[config.mk]
export PLATFORM = sky130hd
export DESIGN_NAME = operand_fetch
export DESIGN_NICKNAME = d
export VERILOG_FILES = /design/src/rtl/operand_fetch.sv
export SDC_FILE = /design/constraint.sdc
export NUM_CORES = 1
export LEC_CHECK = 0
export CORE_MARGIN = 2
export CORE_UTILIZATION = 53
export CTS_BUF_LIST = sky130_fd_sc_hd__clkbuf_2 sky130_fd_sc_hd__clkbuf_4 sky130_fd_sc_hd__clkbuf_8
export DETAILED_ROUTE_END_ITERATION = 6
export PLACE_DENSITY = 0.78
export SYNTH_ARGS = -nofsm -noshare
export SYNTH_HDL_FRONTEND = slang
export SYNTH_SLANG_ARGS = --single-unit
[constraint.sdc]
create_clock -name clk -period 2.81 [get_ports clk]
set_clock_uncertainty 0.15 [all_clocks]
set_input_delay 0.7025 -clock clk [delete_from_list [all_inputs] [get_ports clk]]
set_output_delay 0.7025 -clock clk [all_outputs]
set_load 0.01 [all_outputs]
[src/rtl/operand_fetch.sv]
// rtl/operand_fetch.sv - register-read stage feeding the alu; define FORWARD_EN for same-cycle write-back bypass
module operand_fetch #(
  parameter int WORD_SIZE = 16,
  parameter int REG_COUNT = 8
) (
  input  logic                 clk,
  input  logic                 rst,
  input  logic                 in_valid,
  output logic                 in_ready,
  input  logic [2:0]           in_op,
  input  logic [2:0]           in_rs,
  input  logic [2:0]           in_rt,
  input  logic [2:0]           in_rd,
  input  logic                 in_imm_sel,
  input  logic [WORD_SIZE-1:0] in_imm,
  output logic                 out_valid,
  input  logic                 out_ready,
  output logic [2:0]           out_op,
  output logic [WORD_SIZE-1:0] out_in1,
  output logic [WORD_SIZE-1:0] out_in2,
  output logic [2:0]           out_rd,
  input  logic                 wb_en,
  input  logic [2:0]           wb_rd,
  input  logic [WORD_SIZE-1:0] wb_data
);

  // out_valid is the whole state: EMPTY when 0, FULL when 1
  localparam logic STATE_EMPTY = 1'b0;
  localparam logic STATE_FULL  = 1'b1;

  logic [WORD_SIZE-1:0] regs [REG_COUNT];
  logic [REG_COUNT-1:0] pending;
  logic [REG_COUNT-1:0] pending_next;

  logic                 wb_live;
  logic                 wb_hit_rs;
  logic                 wb_hit_rt;
  logic                 rs_block;
  logic                 rt_block;
  logic                 rd_block;
  logic                 slot_free;
  logic                 accept;
  logic [WORD_SIZE-1:0] rs_val;
  logic [WORD_SIZE-1:0] rt_val;

  // hazard detection and operand selection for the instruction on the input
  always_comb begin
    wb_live   = wb_en && (wb_rd != 3'd0);
    wb_hit_rs = wb_live && (wb_rd == in_rs);
    wb_hit_rt = wb_live && (wb_rd == in_rt);
`ifdef FORWARD_EN
    // a write-back landing this cycle resolves the hazard and supplies the value
    rs_block = (in_rs != 3'd0) && pending[in_rs] && !wb_hit_rs;
    rt_block = !in_imm_sel && (in_rt != 3'd0) && pending[in_rt] && !wb_hit_rt;
    rs_val   = (in_rs == 3'd0) ? '0 : (wb_hit_rs ? wb_data : regs[in_rs]);
    rt_val   = (in_rt == 3'd0) ? '0 : (wb_hit_rt ? wb_data : regs[in_rt]);
`else
    // without bypass, a source being written this cycle must wait one more cycle
    rs_block = (in_rs != 3'd0) && (pending[in_rs] || wb_hit_rs);
    rt_block = !in_imm_sel && (in_rt != 3'd0) && (pending[in_rt] || wb_hit_rt);
    rs_val   = (in_rs == 3'd0) ? '0 : regs[in_rs];
    rt_val   = (in_rt == 3'd0) ? '0 : regs[in_rt];
`endif
    rd_block  = (in_rd != 3'd0) && pending[in_rd];
    slot_free = (out_valid == STATE_EMPTY) || out_ready;
    in_ready  = slot_free && !rs_block && !rt_block && !rd_block;
    accept    = in_valid && in_ready;
  end

  // pending scoreboard: write-back clears, accept sets; set wins on the same index
  always_comb begin
    pending_next = pending;
    if (wb_live) begin
      pending_next[wb_rd] = 1'b0;
    end
    if (accept && (in_rd != 3'd0)) begin
      pending_next[in_rd] = 1'b1;
    end
    pending_next[0] = 1'b0;
  end

  // register file write-back; register 0 is never written
  always_ff @(posedge clk) begin
    if (rst) begin
      for (int i = 0; i < REG_COUNT; i++) begin
        regs[i] <= '0;
      end
    end else if (wb_live) begin
      regs[wb_rd] <= wb_data;
    end
  end

  // pending bits register
  always_ff @(posedge clk) begin
    if (rst) begin
      pending <= '0;
    end else begin
      pending <= pending_next;
    end
  end

  // output slot: load on accept, empty on drain, hold while stalled
  always_ff @(posedge clk) begin
    if (rst) begin
      out_valid <= STATE_EMPTY;
      out_op    <= '0;
      out_in1   <= '0;
      out_in2   <= '0;
      out_rd    <= '0;
    end else if (accept) begin
      out_valid <= STATE_FULL;
      out_op    <= in_op;
      out_in1   <= rs_val;
      out_in2   <= in_imm_sel ? in_imm : rt_val;
      out_rd    <= in_rd;
    end else if (out_valid && out_ready) begin
      out_valid <= STATE_EMPTY;
    end
  end

endmodule

**Word-level counts from Yosys, hierarchy flattened**

Memories as Yosys holds them, arrays and structs flattened.
Index checks and enable logic that the tools add are counted.

- Flip-flop bits (word level): 47
- RAM bits: 128
- Bits of input ports: 53
- Output and inout bits: 40
- Word-level logic and storage cells: 75
- Memories kept: 1

Memories:

| memory | words | bits a word | rd ports | clocked after Yosys merged registers in | write ports | RTL line | RTL |
|---|---|---|---|---|---|---|---|
| regs | 8 | 16 | 2 | 0 | 8 | 31 | `logic [WORD_SIZE-1:0] regs [REG_COUNT];` |

- Magnitude comparators: 6
- Equality and inequality tests: 2
- Muxes and demuxes: 25
- Bitwise logic cells: 4
- Reductions and logical operators: 30

Operator list:

| kind | number |
|---|---|
| 16-bit two-way mux | 4 |
| 3-bit by 4-bit less-than comparator with 1-bit output (second input constant) | 4 |
| 8-bit two-way mux | 2 |
| 16-bit OR reduction | 1 |
| 1-bit logical AND | 15 |
| 1-bit two-way mux | 13 |
| 3-bit nonzero test | 4 |
| 1-bit binary-select mux with 3-bit select | 3 |
| 8-bit bitwise AND | 1 |
| 8-bit inverter | 1 |
| 8-bit OR | 1 |
| 1-bit demux with 3-bit select | 2 |
| 3-bit equality test | 2 |
| 3-bit by 1-bit >= comparator with 1-bit output (second input constant) | 2 |
| 3-bit zero test | 2 |
| 1-bit zero test | 4 |
| 1-bit logical OR | 3 |
| 3-bit two-way mux | 1 |
| 2-bit nonzero test | 1 |
| 1-bit inverter | 1 |

**Longest topological paths before layout**

Gate-level depths: netlist of run 1.

- Depth in word-level cells: 12
- Depth in mapped cells: 8

**Worst setup path after synthesis of run 1**

No wires, ideal clock.

- Path kind: in2reg
- From: in wb_rd[1]
- To: mem regs[2][0], enable pin
- Setup time: 0.417 ns
- Data arrival time: 2.395 ns
- Required time: 2.243 ns
- Path slack: -0.152 ns
- Cell stages on the path: 3
- Path through: clkbuf_1 nand2_1 o31ai_1

RTL lines:

| element | RTL line | RTL |
|---|---|---|
| start, declared | 23 | `input logic [2:0] wb_rd,` |
| end, declared | 31 |  |

**Final worst setup path of run 1**

- From: in in_rt[1]
- To: out in_ready

- Cells in the longest elaborated chain, start to end: 7

Ends and longest elaborated chain:

| element | RTL line | RTL |
|---|---|---|
| start, declared | 12 | `input logic [2:0] in_rt,` |
| 1-bit binary-select mux with 3-bit select / 3-bit equality test (equally long branches) | 60, 50 |  |
| 1-bit two-way mux (implied by the code) / 1-bit logical AND (equally long branches) | 60, 50 |  |
| 1-bit logical OR | 60 | `rt_block = !in_imm_sel && (in_rt != 3'd0) && (pending[in_rt] \|\| wb_hit_rt);` |
| 1-bit logical AND (*) | 60 |  |
| 1-bit zero test (*) | 66 | `in_ready = slot_free && !rs_block && !rt_block && !rd_block;` |
| 1-bit logical AND (*) (2 in a row) | 66 |  |
| end, declared | 9 | `output logic in_ready,` |

Mark *: on every way between the ends. The rest lies on a longest branch, timed or not. The select of a mux whose other input is x is not followed.

==> results of run 1 <==
==> Yosys cell counts, types with 5 or more instances <==
cell | n | area [µm²]
clkbuf_1 | 38 | 143
mux2i_1 | 41 | 410
edfxtp_1 | 128 | 3840
o221ai_1 | 16 | 140
nand2_1 | 40 | 150
o32ai_1 | 6 | 52.6
nor2_1 | 6 | 22.5
and2_1 | 113 | 707
inv_1 | 9 | 33.8
nor3_1 | 5 | 25.0
mux4_2 | 33 | 743
nand2b_1 | 35 | 219
a311o_1 | 16 | 160
buf_2 | 8 | 40.0
nor2b_1 | 19 | 119
mux2_2 | 42 | 473
dfxtp_1 | 46 | 921
a221oi_1 | 18 | 158
a21oi_1 | 17 | 85.1
mux2_4 | 11 | 165
==> worst min-delay path by stage <==
stage	slack [ps]	cells past startpoint	endpoint
finish	330	2	out_op[2]
global placement	310	2	out_op[1]
floorplan	300	2	pending[1]
detailed placement	310	2	out_in1[1]
CTS	330	2	out_op[0]
global route	350	2	out_op[0]
==> layout make-up <==
type	count	area (µm²)
fill	1204	5520
sequential	174	4770
multi-input combinational	467	3960
timing repair buffer	158	1510
tap	220	275
clock buffer	18	241
clock inverter	14	206
inverter	10	38.8
==> cell families (layout without fill, tap and decap cells) <==
kind of cell,count (synthesis),in the layout
AOI/OAI and AO/OA,90,90
xor gates and xnor gates,3,3
buffers and inverters,65,200
DFF,174,174
muxes,128,128
other,1,16
and+or+nand+nor,230,230
==> per-layer routing <==
| metal | up-vias | GRT usage [%] | share of wire, % |
|---|---|---|---|
| li1 | 2856 | - | - |
| met1 | 3186 | 35.8 | 39 |
| met2 | 362 | 45.1 | 49 |
| met3 | 64 | 6.24 | 9.4 |
| met4 | 0 | 10.9 | 2.6 |
| met5 | - | 0 | 0 |
==> flip-flops by register name, indices dropped and copies added, names as in the netlist <==
name	flops
out_in1	16
out_in2	16
out_op	3
out_rd	3
out_valid	1
pending	7
regs	128
==> worst max-delay path, stage by stage <==
cell and delay, ps:
buf_6 90, or3b_1 370, a211o_1 280, a221oi_2 330
nor3b_2 80, buf_2 150
==> per-stage QoR <==
step	setup WS [ps]	instances	total power (µW)	TNS (ps)
floorplan	22.5	706	3590	0
global placement	-855	1027	4000	-33870
detailed placement	-917	1027	4030	-40030
CTS	-57.9	1062	5960	-57.9
global route	-51.1	1061	6130	-51.1
finish	-37.4	1061	5940	-37.4
==> repair_timing <==
action / 4_1_cts / 5_1_grt
gates resized for setup: 39 / 10
cloned: 1 / 0
endpoints found under the hold margin: 0 / 0
pin swaps: 5 / 6
setup buffers: 2 / 0
setup endpoints to repair: 47 / 1
==> power breakdown <==
part           total (µW)  internal [µW]  switching, µW
clock                1940            995            946
sequential           3020           2930           90.1
combinational         974            507            467
total                5940           4440           1500
==> impl_metrics.yaml, run 1 <==
finish:
  diodes: 0
  finalInstanceArea_mm2: 0.0110
  layout_commonest_cell: "edfxtp_1"
  drive_above_1_share_pct: 24.4
  most-common-layout-cells: "edfxtp_1, and2_1, clkdlybuf4s50_1"
  utilization_pct: 66.6
  nets: 881
  syn_to_final_growth_pct: 23.2
grt:
  grt_max_degree: 76
  grt_pass1_wl_mm: 36.9
  antenna_found_initial: 0
  grt_usage_pct: 27.5
  grt_remaining_overflow: 0
  grt_pass1_vias: 6534
synthesis:
  synth_top_family_by_area: "multiplexers"
  synth_edf_count: 128
  async_flop_share_pct: 0
  synthSimpleGateAreaFrac_pct: 14.8
  synthAdderAreaFrac_pct: 0
  synth.avg_cell_area_um2: 12.9
  yosys_warnings: 0
  ys.flop_type: "edfxtp_1"
  seq_area_frac_synth_pct: 53.4
  synth_xor_xnor_area_share_pct: 0.294
  muxShareOfSynthArea_pct: 20.2
  synth_area_mm2: 0.00893
  synth_compound_area_share_pct: 8.09
  syn_inst: 691
  yosysUniqueCellTypes: 45
  ys_seq_elements: 174
route:
  vias_per_cell: 6.10
  wl_per_cell_um: 22.5
  wirelength_mm: 23.8
  firstDrtPassIters: 5
  route.vias.total: 6468
  drtAntennaViolNets: 0
  drc: 0
  drtIter0Drc: 673
timing:
  setup_ws_ps: -37.4
  slew_headroom_pct: 54.1
  worst_slew_pin_slew_ps: 688
  report.final.setup_viol: 1
  slew_violations: 0
  whs_ps: 328
  hold_viol: 0
  rsz0062_at_grt: "true"
  fin_crit_ps: 2850
  clock.fmax_ghz: 0.351
  finalCritPeriodShare_pct: 101
pwr:
  power.leakage_uw: 0.00413
  powerDensity_mw_per_mm2: 540
  peakVddDrop_mv: 0.360
critical_path:
  path_class: "in2out"
  worstRegToRegCells: 6
  critPathRequiredTime_ps: 1960
  r2r_slack_ps: 240
  startpoint: "in_rt[1]"
  r2r_end: "pending[5]"
  arrival_ps: 1990
  worst-path-max-fanout: 2
  startpoint_type: "primary input"
  cp-endpoint: "in_ready"
  timing.rr.start: "pending[4]"
  cp-end-kind: "output pin"
hold_path:
  holdCritPathClass: "reg2reg"
  min-delay-start: "out_op[2]"
placed_design:
  place_congestion: 0.898
  io_buffers: 92
  dp_hpwl_mm: 15.5
  placed_area_mm2: 0.0105
outcome:
  violations: "setup timing"
  outcome: "finished, violations left"
clock_tree:
  clockBufferDepth: 2
  insertion_delay_ps: 470
  htreeDepth: 4
  cts_tree: "built"
  clkSinkCount: 174
  cts_buffers: 17
  clk_pin_slew_ps: 90
  hold_buffers: 0
  root_buffer: "clkbuf_8"
die:
  dieArea_mm2: 0.0179
  num_rows: 47
  ios: 93
  die_h_um: 134
  core-area_mm2: 0.0165
  die_x_um: 134
  initial_utilization_pct: 54.0
flow_run:
  max_cap_viol_count: 0
(Power assumes the default switching activity.)
==> inputs of run 2 (changes only) <==
--- a/config.mk
+++ b/config.mk
@@ -5,11 +5,13 @@
 export SDC_FILE = /design/constraint.sdc
 export NUM_CORES = 1
 export LEC_CHECK = 0
+export CELL_PAD_IN_SITES_DETAIL_PLACEMENT = 0
+export CELL_PAD_IN_SITES_GLOBAL_PLACEMENT = 2
 export CORE_MARGIN = 2
-export CORE_UTILIZATION = 53
+export CORE_UTILIZATION = 37
 export CTS_BUF_LIST = sky130_fd_sc_hd__clkbuf_2 sky130_fd_sc_hd__clkbuf_4 sky130_fd_sc_hd__clkbuf_8
 export DETAILED_ROUTE_END_ITERATION = 6
-export PLACE_DENSITY = 0.78
+export PLACE_DENSITY_LB_ADDON = 0.1
 export SYNTH_ARGS = -nofsm -noshare
 export SYNTH_HDL_FRONTEND = slang
 export SYNTH_SLANG_ARGS = --single-unit
==> impl_metrics.yaml, run 2 (synthesis gave the netlist of run 1 again) <==
finish:
  diodes: 0
  largest_reg_flops: 128
  largestRegisters: "regs (128), out_in1 (16), out_in2 (16)"
  fillCellCount: 2171
  largest-register: "regs"
  layout_commonest_cell: "edfxtp_1"
  nets: 874
  syn_to_final_growth_pct: 23.8
  stdcell_count: 1153
  most-common-layout-cells: "edfxtp_1, and2_1, clkdlybuf4s50_1"
  drive_above_1_share_pct: 23.9
timing:
  whs_ps: 330
  finalCritPeriodShare_pct: 100
  setup_ws_ps: -5.81
  finalSetupTns_ps: -5.81
  slew_headroom_pct: 51.2
  fin_crit_ps: 2820
  slew_violations: 0
  hold_viol: 0
  rsz0062_at_grt: "true"
  clock.fmax_ghz: 0.355
  worst_slew_pin_slew_ps: 732
  report.final.setup_viol: 1
critical_path:
  cp-end-kind: "output pin"
  worst-path-max-fanout: 3
  path_class: "in2out"
  arrival_ps: 1960
  startpoint_type: "primary input"
  critPathRequiredTime_ps: 1960
clock_tree:
  cts_tree: "built"
  clk_pin_slew_ps: 90
  htreeDepth: 4
  cts_buffers: 17
  clkSinkCount: 174
  insertion_delay_ps: 460
  clockBufferDepth: 2
  root_buffer: "clkbuf_8"
  postCtsSetupBuffers: 0
placed_design:
  pre_cts_slack_ps: -863
  place_inst: 1121
  dp_hpwl_mm: 16.8
  place_congestion: 0.822
  io_buffers: 92
pwr:
  peakVddDrop_mv: 0.287
  switching_share_pct: 26.2
  p_switching_uw: 1520
  power.leakage_uw: 0.00409
  combPwrFrac_pct: 16.9
  p_seq_share_pct: 51.9
  powerDensity_mw_per_mm2: 527
  internal-power_uw: 4300
  pwr-share-clk_pct: 31.2
  power_uw: 5820
route:
  drtAntennaViolNets: 0
  firstDrtPassIters: 5
  wl_per_cell_um: 22.4
  wirelength_mm: 25.9
  drc: 0
  drtIter0Drc: 478
  route.vias.total: 6103
  vias_per_cell: 5.29
grt:
  grt_remaining_overflow: 0
  grt_pass1_wl_mm: 39.6
  grt_max_degree: 74
  grt_usage_pct: 20.8
  grt_pass1_vias: 6404
  antenna_found_initial: 0
flow_run:
  max_cap_viol_count: 0
die:
  die_h_um: 159
  die_x_um: 159
  num_rows: 56
  dieArea_mm2: 0.0254
  initial_utilization_pct: 37.8
  core-area_mm2: 0.0236
  ios: 93
outcome:
  violations: "setup timing"
  outcome: "finished, violations left"
hold_path:
  holdCritPathClass: "reg2reg"
-- run 2: cell count changes in the layout (fill, tap and decap cells not counted), moves of 2 or more --
| cell | before | now |
|---|---|---|
| clkbuf_8 | 17 | 19 |
| inv_4 | 0 | 2 |
| bufinv_16 | 4 | 2 |
| buf_4 | 55 | 46 |
| buf_6 | 4 | 2 |
| dlygate4sd2_1 | 3 | 5 |
| buf_12 | 8 | 12 |
| clkinvlp_4 | 3 | 1 |
| clkinv_4 | 3 | 1 |
-- run 2: final timing paths --
path | cells past startpoint | from | end | slack [ps]
max | 5 | in_rs[2] | in_ready | -6
max reg2reg | 6 | pending[4] | out_in2[5] | 180
min reg2reg | 2 | out_op[1] | out_op[1] | 330
min | 2 | out_op[1] | out_op[1] | 330
-- run 2: stage by stage --
step                util [%]  instance area [µm²]
finish                  46.8                11100
CTS                     46.8                11000
global route            46.8                11100
detailed placement      45.0                10600
floorplan                  -                 8990
global placement        45.0                10600
-- run 2: timing repair --
item                                    CTS  global route
hold buffers                              0             0
pin swaps                                 7             3
endpoints found under the setup margin   47             1
resized for setup                        34             4
-- run 2: area by class of cell --
class	count	area [µm²]	area share, %
Tap cell	319	399	3.61
Timing Repair Buffer	151	1470	13.3
Inverter	10	38.8	0.351
Clock inverter	11	129	1.17
Sequential cell	174	4770	43.1
Multi-Input combinational cell	467	3980	36.0
Clock buffer	21	274	2.48
-- run 2: critical path, cell delays in order --
cell and delay, ps:
dlygate4sd2_1 260, mux4_2 540, o311a_1 160, nor3b_2 160
buf_2 140
-- run 2: layer usage --
layer / up-vias / wire length, µm / part of all wire (%) / GRT usage, %
met2: 181 / 12000 / 46 / 33.8
li1: 2833 / - / - / -
met3: 28 / 1560 / 6.0 / 4.25
met5: - / 0 / 0 / 0
met1: 3061 / 12000 / 46 / 28.7
met4: 0 / 320 / 1.2 / 5.25
-- run 2: power groups by stage --
stage / logic (µW) / clock network, µW / registers, µW
floorplan: 518 / 0 / 3070
global placement: 975 / 0 / 3070
detailed placement: 986 / 0 / 3080
CTS: 989 / 1860 / 3020
global route: 1050 / 1970 / 3040
finish: 985 / 1820 / 3020
